==> config.mk <==
export PLATFORM = sky130hd
export DESIGN_NAME = serial_adder
export DESIGN_NICKNAME = d
export VERILOG_FILES = /design/src/rtl/serial_adder.sv
export SDC_FILE = /design/constraint.sdc
export NUM_CORES = 1
export LEC_CHECK = 0
export ABC_AREA = 1
export CAP_MARGIN = 5
export CORE_MARGIN = 2
export CORE_UTILIZATION = 35
export CTS_CLUSTER_SIZE = 25
export DETAILED_ROUTE_END_ITERATION = 8
export GPL_ROUTABILITY_DRIVEN = 0
export PLACE_DENSITY = 0.61
export SYNTH_ARGS = -nofsm -noshare
export SYNTH_HDL_FRONTEND = slang
export SYNTH_SLANG_ARGS = --single-unit
==> constraint.sdc <==
create_clock -name clk -period 2.15 [get_ports clk]
set_input_delay 0.215 -clock clk [delete_from_list [all_inputs] [get_ports clk]]
set_output_delay 0.215 -clock clk [all_outputs]
set_load 0.01 [all_outputs]
==> src/rtl/serial_adder.sv <==
// -----------------------------------------------------------------------------
// serial_adder
//
// Bit-serial adder. A single full-adder cell adds two WIDTH-bit operands one
// bit per clock, LSB first. The carry between bits is kept in a register.
// Operands are captured into shift registers on an accepted start. The result
// is assembled in an internal shift register. It is copied to the sum/cout
// outputs only on the completion edge, so those outputs never show a partial
// result.
//
// Sequence: IDLE -> RUN (WIDTH cycles) -> DONE (1 cycle) -> IDLE.
// The start input is sampled only in IDLE.
//
// Parameters:
//   WIDTH  operand/result width in bits (2..32)
//
// Ports:
//   clk    in   clock, rising edge
//   rst_n  in   asynchronous active-low reset
//   start  in   request an addition (sampled only in IDLE)
//   a, b   in   operands, captured on the accepted start edge
//   cin    in   carry-in, captured on the accepted start edge
//   busy   out  high in RUN and DONE
//   done   out  one-cycle pulse, sum/cout valid
//   sum    out  registered result, updated only at completion
//   cout   out  registered carry-out of bit WIDTH-1
//   ovf    out  (only with SERIAL_ADDER_OVF_EN) two's-complement overflow,
//               registered together with sum/cout
//
// Build option: define SERIAL_ADDER_OVF_EN to add the ovf output.
// -----------------------------------------------------------------------------
module serial_adder #(
  parameter int WIDTH = 8
) (
  input  logic             clk,
  input  logic             rst_n,
  input  logic             start,
  input  logic [WIDTH-1:0] a,
  input  logic [WIDTH-1:0] b,
  input  logic             cin,
  output logic             busy,
  output logic             done,
  output logic [WIDTH-1:0] sum,
  output logic             cout
`ifdef SERIAL_ADDER_OVF_EN
  ,
  output logic             ovf
`endif
);

  localparam int CW = (WIDTH > 1) ? $clog2(WIDTH) : 1;
  localparam logic [CW-1:0] LAST = CW'(WIDTH - 1);

  typedef enum logic [1:0] {
    IDLE = 2'd0,
    RUN  = 2'd1,
    DONE = 2'd2
  } state_e;

  state_e           state_q, state_d;
  logic [WIDTH-1:0] a_sh_q, a_sh_d;
  logic [WIDTH-1:0] b_sh_q, b_sh_d;
  logic [WIDTH-1:0] res_sh_q, res_sh_d;
  logic             carry_q, carry_d;
  logic [CW-1:0]    count_q, count_d;
  logic [WIDTH-1:0] sum_q, sum_d;
  logic             cout_q, cout_d;

  // The single full-adder cell, fed from the LSBs of the operand shifters.
  logic fs, fc, px;
  assign px = a_sh_q[0] ^ b_sh_q[0];
  assign fs = px ^ carry_q;
  assign fc = (a_sh_q[0] & b_sh_q[0]) | (carry_q & px);

`ifdef SERIAL_ADDER_OVF_EN
  logic ovf_q, ovf_d;
`endif

  always_comb begin
    // NOTE: every signal driven here gets a default first; a path that leaves
    // one unassigned would infer a latch.
    state_d  = state_q;
    a_sh_d   = a_sh_q;
    b_sh_d   = b_sh_q;
    res_sh_d = res_sh_q;
    carry_d  = carry_q;
    count_d  = count_q;
    sum_d    = sum_q;
    cout_d   = cout_q;
`ifdef SERIAL_ADDER_OVF_EN
    ovf_d    = ovf_q;
`endif

    unique case (state_q)
      IDLE: begin
        if (start) begin
          a_sh_d  = a;
          b_sh_d  = b;
          carry_d = cin;
          count_d = '0;
          state_d = RUN;
        end
      end

      RUN: begin
        a_sh_d   = a_sh_q >> 1;
        b_sh_d   = b_sh_q >> 1;
        // The result fills from the MSB end. After WIDTH shifts, bit 0 has
        // reached the LSB.
        res_sh_d = {fs, res_sh_q[WIDTH-1:1]};
        carry_d  = fc;
        count_d  = count_q + CW'(1);
        if (count_q == LAST) begin
          sum_d   = {fs, res_sh_q[WIDTH-1:1]};
          cout_d  = fc;
`ifdef SERIAL_ADDER_OVF_EN
          // carry_q is the carry into the MSB; fc is the carry out of it.
          ovf_d   = carry_q ^ fc;
`endif
          state_d = DONE;
        end
      end

      DONE: state_d = IDLE;

      default: state_d = IDLE;
    endcase
  end

  // NOTE: sequential state uses non-blocking assignments only, so every flop
  // samples the values from before the edge.
  always_ff @(posedge clk or negedge rst_n) begin
    if (!rst_n) begin
      state_q  <= IDLE;
      a_sh_q   <= '0;
      b_sh_q   <= '0;
      res_sh_q <= '0;
      carry_q  <= 1'b0;
      count_q  <= '0;
      sum_q    <= '0;
      cout_q   <= 1'b0;
`ifdef SERIAL_ADDER_OVF_EN
      ovf_q    <= 1'b0;
`endif
    end else begin
      state_q  <= state_d;
      a_sh_q   <= a_sh_d;
      b_sh_q   <= b_sh_d;
      res_sh_q <= res_sh_d;
      carry_q  <= carry_d;
      count_q  <= count_d;
      sum_q    <= sum_d;
      cout_q   <= cout_d;
`ifdef SERIAL_ADDER_OVF_EN
      ovf_q    <= ovf_d;
`endif
    end
  end

  assign busy = (state_q != IDLE);
  assign done = (state_q == DONE);
  assign sum  = sum_q;
  assign cout = cout_q;
`ifdef SERIAL_ADDER_OVF_EN
  assign ovf  = ovf_q;
`endif

endmodule
==> run summary, run 1 <==
- **Clock Sinks** 38
- **total DRC errors in the routed layout** 0
- **count of antenna diodes in the layout** 0
- **Required @ worst endpoint** 1.93 ns
- **class of the tightest hold or removal check** primary input to asynchronous set/reset pin
- **number of max-slew violations in the final report** 0
- **RSZ-0062 raised after global routing** false
- **Max-Cap Viols** 0
- **maximum number of pins on one net before global-route repair** 39
- **startpoint type of the worst setup path** register
- **Mapped Nets** 243
- **number of fill cells in the layout** 499
- **die footprint** 6070 um2
- **Worst-path clk slew** 0.07 ns
- **count of standard-cell rows** 26
- **post-cts resize count** 0
- **leakage component of the power** 1.19 nW
- **CTS Buf Count** 5
- **DR WL/cell** 11.0 um
- **global-route wire length before repair** 6270 um
- **Max stage delay cell, worst path** clkdlybuf4s50_1
- **maximum clock frequency** 0.600 GHz
- **Die Y** 77.9 um
- **Worst-Margin Slew** 0.842 ns
- **count of hold-fix buffers inserted at cts** 0
- **layout cells sized above 1** 13.9%
- **summed negative setup slack over all endpoints** 0 ns
- **I/O Pins** 31
- **post-CTS setup-driven buffer insertion count** 0
- **share of synthesized area occupied by flip-flops and latches** 49.8%
- **post-synth design cell area** 1910 um2
- **number of global-route vias before repair** 1377
- **flip-flop and latch count after synthesis** 38
- **count of buffer and inverter cells on the critical path** 2
- **synth-to-layout area growth** 20.6%
- **antenna violations before repair** 0
- **Core ar.** 5170 um2
- **synthesized area per cell** 8.68 um2
- **kind of capture point of the worst setup path** output pin
- **Max stage delay on crit path** 0.54 ns
- **critical setup path kind** register to output pin
- **Tot GR Track Use** 13.2%
- **cell class contributing the biggest share of worst-path delay** buffers and inverters
- **Pwr per Cell Area** 1340 nW/um2
- **source-to-sink clock delay at the later pin of the worst-skew pair** 0.28 ns
- **critical path cell sequence** inv_2 -> nor2_1 -> clkdlybuf4s50_1
- **gr ovfl total** 0
- **number of endpoints with negative hold slack in the final report** 0
- **die boundary width** 77.9 um
- **residual antenna-violating net count after detailed routing** 0
- **area taken by flip-flops and latches** 951 um2
- **count of TritonRoute iterations in the first routing pass** 4
- **routed via count divided by cell count** 4.32
- **count of H-tree levels built during CTS** 2
- **initial standard-cell utilization of the core** 36.9%
- **CTS max path bufs** 2
- **hpwl dp** 2340 um
- **multi-input logic area** 728 um2
- **vias** 1388
- **number of cells produced by synthesis** 220
- **number of distinct library cell variants in the gate-level netlist after synthesis** 23
- **DRT iter0 DRCs** 68
- **signal arrival time at the worst endpoint** 1.45 ns
- **Clock Skew** 0.00561 ns
- **time the worst path needs with I/O delays and setup** 1.67 ns
- **final setup fails** 0
- **IR Drop Worst-Case VDD** 480 uV
- **status** complete, no violations
- **cell at the root of the clock tree** clkbuf_8
- **Period Utilization, post-route** 77.5%
- **CTS tree** built
- **post-layout utilization of the core** 44.5%
- **number of nets in the layout** 274
- **Port-buffer cells** 30
- **worst slew slack as a fraction of its limit** 43.8%
- **WL final** 3520 um
- **critical path fanouts, max** 5
- **Synth warnings** 0
-- final timing paths --
path                                             start               endpoint  slack, ns  cells past startpoint
worst max-delay path            state_q[1]$_DFFE_PN0P_                   done       0.48                      3
worst min-delay path                             rst_n     sum[5]$_DFFE_PN0P_       0.04                      1
worst max register to register  count_q[0]$_DFFE_PN0P_     sum[1]$_DFFE_PN0P_       0.72                      6
worst min register to register   b_sh_q[4]$_DFFE_PN0P_  b_sh_q[4]$_DFFE_PN0P_       0.48                      2
max in group asynchronous                        rst_n  a_sh_q[5]$_DFFE_PN0P_       1.59                      1
min in group clk                 b_sh_q[4]$_DFFE_PN0P_  b_sh_q[4]$_DFFE_PN0P_       0.48                      2
-- layout make-up --
cell class / count / share of cell area [%]
timing repair buffer: 32 / 13.5
sequential: 38 / 41.3
inverter: 40 / 6.52
tap: 70 / 3.80
multi-input combinational: 134 / 31.6
clock buffer: 7 / 3.31
-- metrics by stage --
step / setup WS [ns] / cells / power (mW) / instance area, um2 / hold WS (ns)
CTS: 0.473 / 321 / 3.14 / 2300 / 0.0609
global route: 0.429 / 321 / 3.38 / 2300 / 0.109
detailed placement: 0.709 / 314 / 2.67 / 2230 / 0.377
floorplan: 0.896 / 220 / 2.31 / 1910 / -0.0806
finish: 0.484 / 321 / 3.08 / 2300 / 0.0366
global placement: 0.753 / 314 / 2.64 / 2230 / 0.373
-- cells by family after synthesis --
group / share of synthesized area (%)
AND/OR/NAND/NOR: 28.2
AO/OA/AOI/OAI: 7.60
adder cells (fa/ha/maj): 2.36
buffers and inverters: 12.1
flip-flops: 49.8
-- layer usage --
layer	wire length, um	up-vias	global-route usage (%)
met5	0	-	0
met4	68	0	6.96
met3	99	4	2.67
met2	1710	21	21.7
met1	1640	647	16.2
li1	-	716	-
-- Yosys cell counts --
cell type   n  area, um2
dfrtp_1    38        951
nand2_8     2       40.0
nor2_4      1       11.3
nand3_2     9       90.1
clkinv_1    1       3.75
a21oi_1     1       5.00
nand3_1     6       30.0
buf_6       3       33.8
o21ai_2     9       78.8
buf_12      1       20.0
o21ai_1     8       40.0
fa_1        1       20.0
nor2_1      2       7.51
o21ai_0     1       5.00
inv_1      37        139
ha_1        2       25.0
nand2_4     2       22.5
buf_4       3       22.5
nand2_2     1       6.26
a21oi_4     1       16.3
buf_2       1       5.00
nand2_1    88        330
inv_2       2       7.51
-- placed cells by master (no fill, tap or decap) --
cell type | netlist | routed
clkbuf_8 | 0 | 5
nand3_1 | 6 | 6
nand2_8 | 2 | 2
o21ai_0 | 1 | 1
a21oi_4 | 1 | 1
o21ai_2 | 9 | 9
fa_1 | 1 | 1
clkinv_1 | 1 | 1
buf_4 | 3 | 2
ha_1 | 2 | 2
clkbuf_1 | 0 | 2
nand2_4 | 2 | 2
buf_2 | 1 | 1
nor2_4 | 1 | 1
clkdlybuf4s50_1 | 0 | 29
inv_1 | 37 | 37
nor2_1 | 2 | 2
nand3_2 | 9 | 9
o21ai_1 | 8 | 8
a21oi_1 | 1 | 1
nand2_2 | 1 | 1
nand2_1 | 88 | 88
inv_2 | 2 | 2
dfrtp_1 | 38 | 38
-- flip-flops by register name, indices dropped and copies added, names as in the netlist --
register  flops
a_sh_q        8
b_sh_q        8
carry_q       1
count_q       3
cout          1
res_sh_q      7
state_q       2
sum           8
-- power breakdown --
| group | total, mW | internal, mW | switching, mW |
|---|---|---|---|
| registers | 1.22 | 1.04 | 0.181 |
| logic | 1.41 | 0.586 | 0.819 |
| clock network | 0.454 | 0.223 | 0.231 |
| total | 3.08 | 1.85 | 1.23 |
(Power assumes the default switching activity.)
==> inputs of run 2 (changes only) <==
- PLACE_DENSITY: 0.61 -> 0.63
- clock period: 2.15 -> 1.4 ns (I/O delays scaled with it)
==> run 2 against run 1 <==
Die area unchanged. Highest routed layer unchanged. Largest cell class unchanged. Count of clock-buffer cells in the layout decreased by 1. Clock power increased by 110%. Sequential power increased by 52%. Global-route usage increased by 0.11 points. Core utilization increased by 3.2 points. Flip-flop and latch count unchanged. Non-clock buffer count increased by 10.
==> run summary, run 2 (synthesis gave the netlist of run 1 again) <==
- **worst slew slack as a fraction of its limit** 70.0%
- **logic gate share of total power** 45.9%
- **commonest non-fill, non-tap cell in the layout** nand2_1
- **number of endpoints with negative hold slack in the final report** 0
- **Worst-Margin Slew** 0.450 ns
- **RSZ-0062 raised after global routing** false
- **class of the tightest hold or removal check** primary input to asynchronous set/reset pin
- **met2 capacity usage during global routing** 20.1%
- **count of H-tree levels built during CTS** 2
- **synth-to-layout area growth** 29.3%
- **capturing point of the worst reg2reg path** a_sh_q[2]$_DFFE_PN0P_
- **routed via count divided by cell count** 4.29
- **post-placement cell count** 321
- **maximum number of pins on one net before global-route repair** 29
- **Clock Skew** 0.0102 ns
- **leakage component of the power** 1.28 nW
- **antenna violations before repair** 0
- **critical setup path kind** register to output pin
- **Core ar.** 5170 um2
- **signal arrival time at the worst endpoint** 1.19 ns
- **initial standard-cell utilization of the core** 36.9%
- **number of nets in the layout** 285
- **logic depth of the worst path, buffers included** 1
- **area taken by flip-flops and latches** 951 um2
- **origin of the critical flop-to-flop path** state_q[0]$_DFFE_PN0P_
- **DRT iter0 DRCs** 103
- **DR WL/cell** 10.9 um
- **time the worst path needs with I/O delays and setup** 1.33 ns
- **count of buffer and inverter cells on the critical path** 1
- **layout cells sized above 1** 17.9%
- **count of antenna diodes in the layout** 0
- **total DRC errors in the routed layout** 0
- **Die Y** 77.9 um
- **CTS tree** built
- **DP Area** 2320 um2
- **cell at the root of the clock tree** clkbuf_8
- **die footprint** 6070 um2
- **multi-input logic area** 747 um2
- **cell class contributing the biggest share of worst-path delay** buffers and inverters
- **post-placement worst setup slack** 0.115 ns
- **Required @ worst endpoint** 1.26 ns
- **origin of the worst setup path** sum[0]$_DFFE_PN0P_
- **count of TritonRoute iterations in the first routing pass** 4
- **Layout Cells excl Fill** 332
- **vias** 1423
- **WL final** 3610 um
- **CTS max path bufs** 2
- **number of fill cells in the layout** 511
- **most heavily used metal layer in global routing** met2
- **met3 GRT Util** 3.72%
- **number of global-route vias before repair** 1361
- **end point of the critical path** sum[0]
- **internal power summed over all cells** 3.22 mW
- **Max-Cap Viols** 0
- **maximum clock frequency** 0.750 GHz
- **source-to-sink clock delay at the later pin of the worst-skew pair** 0.29 ns
- **die boundary width** 77.9 um
- **kind of capture point of the worst setup path** output pin
- **met1 layer usage reported by global route** 17.8%
- **worst r2r path cells** 6
- **critical path fanouts, max** 2
- **Port-buffer cells** 30
- **hpwl dp** 2590 um
- **Tot GR Track Use** 13.3%
- **count of standard-cell rows** 26
- **status** complete, no violations
- **residual antenna-violating net count after detailed routing** 0
- **summed negative setup slack over all endpoints** 0 ns
- **gr ovfl total** 0
- **number of max-slew violations in the final report** 0
- **global-route wire length before repair** 6240 um
- **commonest cells after routing, fill and taps aside** nand2_1, dfrtp_1, inv_1
- **design area** 2470 um2
- **setup slack on the worst flop-to-flop path** 0.11 ns
- **startpoint type of the worst setup path** register
- **Pwr per Cell Area** 2100 nW/um2
- **CTS Buf Count** 5
- **Max stage delay on crit path** 0.54 ns
- **portion of total power attributed to sequential cells** 36.0%
- **Switching Power** 1.96 mW
- **Period Utilization, post-route** 95.3%
- **final worst slack** 0.0660 ns
- **Switching Share** 37.8%
- **final setup fails** 0
- **Clock Sinks** 38
- **relative contribution of the clock network to total power** 18.1%
- **Max stage delay cell, worst path** clkdlybuf4s50_1
- **IR Drop Worst-Case VDD** 866 uV
- **I/O Pins** 31
- **Worst-path clk slew** 0.07 ns
- **critical path cell sequence** clkdlybuf4s50_1
==> run 2: cell types whose count changed in the layout (fill, tap and decap cells not counted) <==
cell / previous run / this run
clkbuf_8: 5 / 6
o21ai_2: 9 / 8
clkdlybuf4s50_1: 29 / 27
clkbuf_1: 2 / 0
buf_12: 0 / 3
bufinv_16: 0 / 1
o21ai_4: 0 / 1
dlygate4sd2_1: 0 / 2
buf_4: 2 / 8
dlygate4sd3_1: 0 / 1
nand2_4: 2 / 3
==> run 2: repair_timing <==
item                                    in CTS  in global routing
pin swaps                                    0                  1
cloned                                       0                  1
endpoints found under the setup margin       2                 15
hold buffers                                 1                  0
endpoints found under the hold margin       17                  0
gates resized for setup                      2                  1
buffers inserted                             2                  0
==> run 2: area by class of cell <==
cell class / count / share of cell area, %
sequential: 38 / 38.5
clock inverter: 1 / 1.22
multi-input combinational: 135 / 30.2
timing repair buffer: 42 / 17.1
clock buffer: 6 / 3.34
inverter: 40 / 6.08
tap: 70 / 3.54
==> run 2: worst min path at each step <==
stage | slack, ns | cells after the start | start | endpoint
2_1_floorplan | -0.16 | 0 | rst_n | a_sh_q[0]$_DFFE_PN0P_
3_3_place_gp | 0.11 | 1 | rst_n | sum[5]$_DFFE_PN0P_
3_5_place_dp | 0.11 | 1 | rst_n | sum[5]$_DFFE_PN0P_
4_1_cts | 0.32 | 2 | rst_n | sum[5]$_DFFE_PN0P_
5_1_grt | 0.37 | 2 | rst_n | sum[5]$_DFFE_PN0P_
6_report | 0.34 | 2 | rst_n | sum[5]$_DFFE_PN0P_
==> run 2: power groups by stage <==
stage | registers (mW) | clock network (mW) | logic (mW)
2_1_floorplan | 1.90 | 0 | 1.65
4_1_cts | 1.87 | 0.967 | 2.39
3_3_place_gp | 1.89 | 0 | 2.32
6_report | 1.86 | 0.937 | 2.38
5_1_grt | 1.92 | 1.02 | 2.75
3_5_place_dp | 1.89 | 0 | 2.36
==> run 2: worst reg2reg max path, cell delays in order (launching register included) <==
cell and delay (ns):
dfrtp_1 0.41, buf_4 0.15, buf_4 0.18, o21ai_4 0.19, buf_4 0.17, nand2_1 0.05
nand2_1 0.06
==> run 2: routing by layer <==
layer,vias up,share of wire [%]
li1,741,-
met1,653,48
met2,24,48
met3,5,3.2
met4,0,1.4
met5,-,0
==> run 2: per-stage QoR <==
step           utilization (%)  total power [mW]  hold slack [ns]
2_1_floorplan                -              3.55           -0.156
3_3_place_gp              44.8              4.21            0.110
3_5_place_dp              44.8              4.25            0.109
4_1_cts                   47.4              5.22            0.325
5_1_grt                   47.8              5.69            0.366
6_report                  47.8              5.18            0.345
